===== src/rtl/shift_unit_seq.sv =====
// Iterative shift unit: shifts one bit per clock (SLL/SRL/SRA/ROR) and returns
// the result through a valid/ready handshake. Accepts one request at a time.
module shift_unit_seq #(
  parameter int unsigned WIDTH   = 32,
  parameter int unsigned SHAMT_W = $clog2(WIDTH)
) (
  input  logic               clk,
  input  logic               rst_n,
  input  logic               in_valid,
  output logic               in_ready,
  input  logic [WIDTH-1:0]   in_data,
  input  logic [SHAMT_W-1:0] in_shamt,
  input  logic [1:0]         in_op,
  output logic               out_valid,
  input  logic               out_ready,
  output logic [WIDTH-1:0]   out_data,
  output logic               out_zero,
  output logic               busy
);

  typedef enum logic [1:0] {
    StIdle  = 2'b00,
    StShift = 2'b01,
    StDone  = 2'b10
  } state_e;

  localparam logic [1:0] OpSll = 2'b00;
  localparam logic [1:0] OpSrl = 2'b01;
  localparam logic [1:0] OpSra = 2'b10;
  localparam logic [1:0] OpRor = 2'b11;

  state_e             state_q;
  logic [WIDTH-1:0]   data_q;
  logic [WIDTH-1:0]   shift_d;
  logic [SHAMT_W-1:0] cnt_q;
  logic [1:0]         op_q;

  // Single-bit shift of the working register, selected by the latched op
  always_comb begin
    shift_d = data_q;
    unique case (op_q)
      OpSll: shift_d = {data_q[WIDTH-2:0], 1'b0};
      OpSrl: shift_d = {1'b0, data_q[WIDTH-1:1]};
      OpSra: shift_d = {data_q[WIDTH-1], data_q[WIDTH-1:1]};
      OpRor: shift_d = {data_q[0], data_q[WIDTH-1:1]};
      default: shift_d = data_q;
    endcase
  end

  // Control FSM plus datapath registers; reset discards any in-flight operation
  always_ff @(posedge clk) begin
    if (!rst_n) begin
      state_q <= StIdle;
      data_q  <= '0;
      cnt_q   <= '0;
      op_q    <= 2'b00;
    end else begin
      unique case (state_q)
        StIdle: begin
          if (in_valid) begin
            data_q  <= in_data;
            cnt_q   <= in_shamt;
            op_q    <= in_op;
            state_q <= (in_shamt == '0) ? StDone : StShift;
          end
        end
        StShift: begin
          data_q <= shift_d;
          cnt_q  <= cnt_q - SHAMT_W'(1);
          // cnt_q == 1 means this edge performs the final shift
          if (cnt_q == SHAMT_W'(1)) begin
            state_q <= StDone;
          end
        end
        StDone: begin
          if (out_ready) begin
            state_q <= StIdle;
          end
        end
        default: state_q <= StIdle;
      endcase
    end
  end

  assign in_ready  = (state_q == StIdle);
  assign out_valid = (state_q == StDone);
  assign busy      = (state_q != StIdle);
  assign out_data  = data_q;
  assign out_zero  = (data_q == '0);

endmodule


===== config.mk =====
export PLATFORM = sky130hd
export DESIGN_NAME = shift_unit_seq
export DESIGN_NICKNAME = d
export VERILOG_FILES = /design/src/rtl/shift_unit_seq.sv
export SDC_FILE = /design/constraint.sdc
export NUM_CORES = 1
export LEC_CHECK = 0
export CELL_PAD_IN_SITES_DETAIL_PLACEMENT = 1
export CELL_PAD_IN_SITES_GLOBAL_PLACEMENT = 1
export CORE_MARGIN = 2
export CORE_UTILIZATION = 33
export DETAILED_ROUTE_END_ITERATION = 16
export GPL_TIMING_DRIVEN = 0
export PLACE_DENSITY = 0.89
export SYNTH_ARGS = -nofsm -noshare
export SYNTH_HDL_FRONTEND = slang
export SYNTH_SLANG_ARGS = --single-unit

===== constraint.sdc =====
create_clock -name clk -period 1.8 [get_ports clk]
set_clock_uncertainty 0.2 [all_clocks]
set_input_delay 0.18 -clock clk [delete_from_list [all_inputs] [get_ports clk]]
set_output_delay 0.18 -clock clk [all_outputs]
set_load 0.005 [all_outputs]

Word-level counts from Yosys, hierarchy flattened
Cells that the tools add are included.
- output and inout port bits: 36
- flip-flop bits (word level): 41
- input port bits: 43
- logic and storage cells: 36
- reductions and logical operators: 10
- $add $sub $neg: 1
- eq/ne operators: 10
- mux-type cells: 10
- operators by type and width (cell ; count):
    $pmux 32 s4 ; 1
    $pmux 32 s2 ; 1
    $logic_not 32->1 ; 1
    $mux 32 ; 1
    $pmux 5 s2 ; 1
    $mux 2 ; 4
    $eq 2x2->1 const B ; 3
    $ne 2x2->1 const B ; 3
    $pmux 2 s3 ; 1
    $reduce_and 3->1 ; 2
    $eq 5x1->1 const B ; 1
    $logic_not 5->1 ; 1
    $mux 5 ; 1
    $sub 5x1->5 const B ; 1
    $eq 2x1->1 const B ; 2
    $logic_not 2->1 ; 2
    $reduce_and 2->1 ; 2
    $reduce_bool 2->1 ; 2
    $ne 2x1->1 const B ; 1

Logic depth before layout (Yosys ltp)
- depth after elaboration: 4
- gate-level depth with buffers: 5
- gate-level depth less buffers: 5

Worst setup path after synthesis
OpenSTA, ideal clock, no wires.
- path kind: reg-to-reg
- from: register cnt_q[1]
- to: register state_q[1]
- setup time: 0.061 ns
- period minus slack after synthesis: 1.468 ns
- path slack: 0.332 ns
- stages on the path, launching flop included: 6
- arrival: 1.207 ns
- buffers on the path: 0
- data required time: 1.539 ns
- cell sequence: dfxtp_1 -> inv_1 -> ha_1 -> or4b_1 -> o22ai_1 -> and4_1
- cells in the longest elaborated chain, start to end: 3
- ends and longest elaborated chain (what ; RTL line ; source):
    start: declaration ; 35 ; logic [SHAMT_W-1:0] cnt_q;
    start signal: assignment ; 62 ; cnt_q <= in_shamt;
    start signal: assignment ; 69 ; cnt_q <= cnt_q - SHAMT_W'(1);
    $eq 5x1->1 ; 71 ; if (cnt_q == SHAMT_W'(1)) begin
    $ne 2x2->1 (no line) ; - ;
    $reduce_and 3->1 (no line) ; - ;
    end signal: assignment ; 72 ; state_q <= StDone;
    end signal: assignment ; 77 ; state_q <= StIdle;
    end signal: assignment ; 80 ; default: state_q <= StIdle;
    end: declaration ; 32 ; state_e state_q;
Every way passes these cells.
A chain may end at the register's enable or synchronous reset.

Final worst setup path
- from: register data_q[20] (netlist: out_data[20])
- to: output port out_zero
- cells in the longest elaborated chain, start to end: 1
- ends and longest elaborated chain (what ; RTL line ; source):
    start: declaration ; 33 ; logic [WIDTH-1:0] data_q;
    start signal: assignment ; 61 ; data_q <= in_data;
    start signal: assignment ; 68 ; data_q <= shift_d;
    $logic_not 32->1 ; 89 ; assign out_zero = (data_q == '0);
    end: declaration ; 17 ; output logic out_zero,
Every way passes these cells.

==> run summary <==
CP Data Required Time: 1420 ps
Distinct cells, synth: 47
Top Ports: 79
CP cell instances: nor4_2, nand4_1, nor2_1, dlygate4sd2_1
Filler cells: 884
WHS: 80.6 ps
first-pass GRT wire length: 14400 µm
Setup Viol. Count Final: 1
clock buffer depth: 2
Final Max Slew Viols: 0
Residual DRC: 0
TritonCTS clock tree: built
actual slew at the worst max-slew pin: 561 ps
status: complete, but fails checks
vias per cell: 5.72
vias in the first global route: 2932
Antenna diodes: 0
placed cells: 477
slowest cell on the critical path: dfxtp_1
Power, Total: 3.11 mW
post-route clock period utilization: 107%
Synth Flop Type: dfxtp_1
top-count cell post-synth: dfxtp_1
Die H: 89.9 µm
Final GP Congestion: 0.821
Synth area leader: dfxtp_1
final hold vios: 0
setup TNS: -123 ps
Hold Crit Class: input pin to flip-flop
top cells by area, synth: dfxtp_1, a211oi_1, o21a_1, o31ai_1, nand3_1
Worst-Skew Late Latency: 310 ps
fin nets: 433
Cell Area, Synth: 2430 µm²
relative slew slack: 62.6%
H-Tree Level Count: 2
Buf/Inv on CP: 1
EDFF count, synth: 0
initial drt markers: 160
Initial Util: 33.7%
Pleak: 1.31 nW
post-synthesis sequential area ratio: 33.7%
final instance count without filler cells: 487
final worst slack: -123 ps
power per cell area: 881 nW/µm²
Die Width: 89.9 µm
Post-DP HPWL: 6390 µm
via count: 2784
Synth Register Bits: 41
Setup crit end kind: output port
total core area: 7210 µm²
Yosys warning count: 0
Die ar.: 8080 µm²
Root Buffer Master: clkbuf_8
worst setup path category: flip-flop to output port
DRT Pass-1 Iters: 4
DRT Wirelength: 8900 µm
MaxCap Viol Count: 0
Synth top cells by count: dfxtp_1, nor2_1, nand3_1, a211oi_1
Routed WL per cell: 18.3 µm
CTS clk-pin slew, worst paths: 80 ps
Tmin final: 1920 ps
mean area per synthesized cell: 8.08 µm²
max incr delay on CP: 370 ps
Max Fanout on Critical Path: 5
initial antenna violation count: 0
syn_nets: 346
CP top delay family: simple AND/OR/NAND/NOR gates
All-Layer GR Usage: 21.7%
Worst Setup Start Kind: flip-flop
largest net degree at the start of global routing: 13
failing checks: setup timing
area fraction of the dominant cell type after synthesis: 33.7%
global route total overflow: 0
asr flop ratio synth: 0%
Post-Synthesis Cells: 301
FP Rows: 31
Num CTS Buffers: 5
peak supply drop: 0.379 mV
FMAX: 0.520 GHz
clk sink count: 41
remaining antenna violation count: 0
Arr. time, crit path: 1540 ps
port bufs: 77
RSZ-0062 raised after global routing: true
Area Growth Syn to Fin: 45.2%
layout cells sized above 1: 16.0%
stage by stage:
step | cell area [µm²] | setup slack (ps) | util (%)
floorplan | 2430 | 332 | -
global placement | 3330 | -253 | 46.1
detailed placement | 3330 | -297 | 46.1
CTS | 3510 | -77.3 | 48.7
global route | 3530 | -171 | 49.0
finish | 3530 | -123 | 49.0
routing by layer:
layer | vias up | share of wire [%] | GRT usage (%)
met4 | 0 | 2.6 | 9.36
li1 | 1310 | - | -
met1 | 1369 | 44 | 27.7
met3 | 22 | 4.5 | 3.69
met5 | - | 0 | 0
met2 | 83 | 49 | 36.2
final timing paths:
kind                        startpoint                   endpoint  slack (ps)  cells past startpoint
max          out_data[20]$_SDFFE_PN0P_                   out_zero        -120                      4
min                              rst_n    state_q[1]$_SDFFE_PN0P_          80                      2
max reg2reg      cnt_q[1]$_SDFFE_PN0P_    state_q[1]$_SDFFE_PN0P_         130                      5
min reg2reg  out_data[17]$_SDFFE_PN0P_  out_data[17]$_SDFFE_PN0P_         320                      2
report_power, final:
group          internal [mW]  total, mW  switching (mW)
sequential              1.05       1.25           0.205
combinational          0.583       1.11           0.531
clock                  0.404      0.747           0.343
placed cells by master (no fill, tap or decap), drive strengths merged, types with 3 or more instances in the layout:
cell type | netlist | layout
a211oi | 29 | 29
a21oi | 8 | 8
a31oi | 3 | 3
buf | 25 | 28
clkbuf | 6 | 11
clkdlybuf4s50 | 0 | 73
dfxtp | 41 | 41
dlygate4sd2 | 0 | 3
inv | 7 | 7
nand2 | 12 | 12
nand3 | 30 | 30
nor2 | 35 | 35
nor4 | 8 | 8
o21a | 28 | 28
o21ai | 4 | 4
o31ai | 28 | 28
or3 | 3 | 3
flip-flops by register name, summed over array words and instances (netlist names):
| register | count |
|---|---|
| out_data | 32 |
| cnt_q | 5 |
| op_q | 2 |
| state_q | 2 |
cell type report:
cell class | instances | area (µm²) | area share, %
Sequential cell | 41 | 837 | 23.7
Clock inverter | 2 | 35.0 | 0.991
Inverter | 8 | 30.0 | 0.850
Buffer | 31 | 183 | 5.17
Clock buffer | 5 | 68.8 | 1.95
Tap cell | 99 | 124 | 3.50
Timing Repair Buffer | 80 | 792 | 22.4
Multi-Input combinational cell | 221 | 1470 | 41.5
cell families (layout without fill, tap and decap cells):
group	Yosys count	count (layout)	share of synthesized area, %
buf+inv	39	126	8.33
flops	41	41	33.7
simple gates	103	103	21.5
fa+ha+maj	2	2	1.03
compound gates	115	115	35.0
mux	1	1	0.411
repair_timing:
| action | CTS | global route |
|---|---|---|
| endpoints found under the hold margin | 0 | 0 |
| setup endpoints to repair | 4 | 23 |
| buffers inserted | 3 | 0 |
| hold buffers | 0 | 0 |
| gates resized for setup | 24 | 8 |
| pin swaps | 3 | 1 |
worst reg2reg max path, stage by stage, from the launching register on:
cell and delay [ps]:
dfxtp_1 330, inv_1 80, ha_1 150, or4b_1 490, o22ai_1 170, and4_1 200
Power figures use the tool's default switching activity.
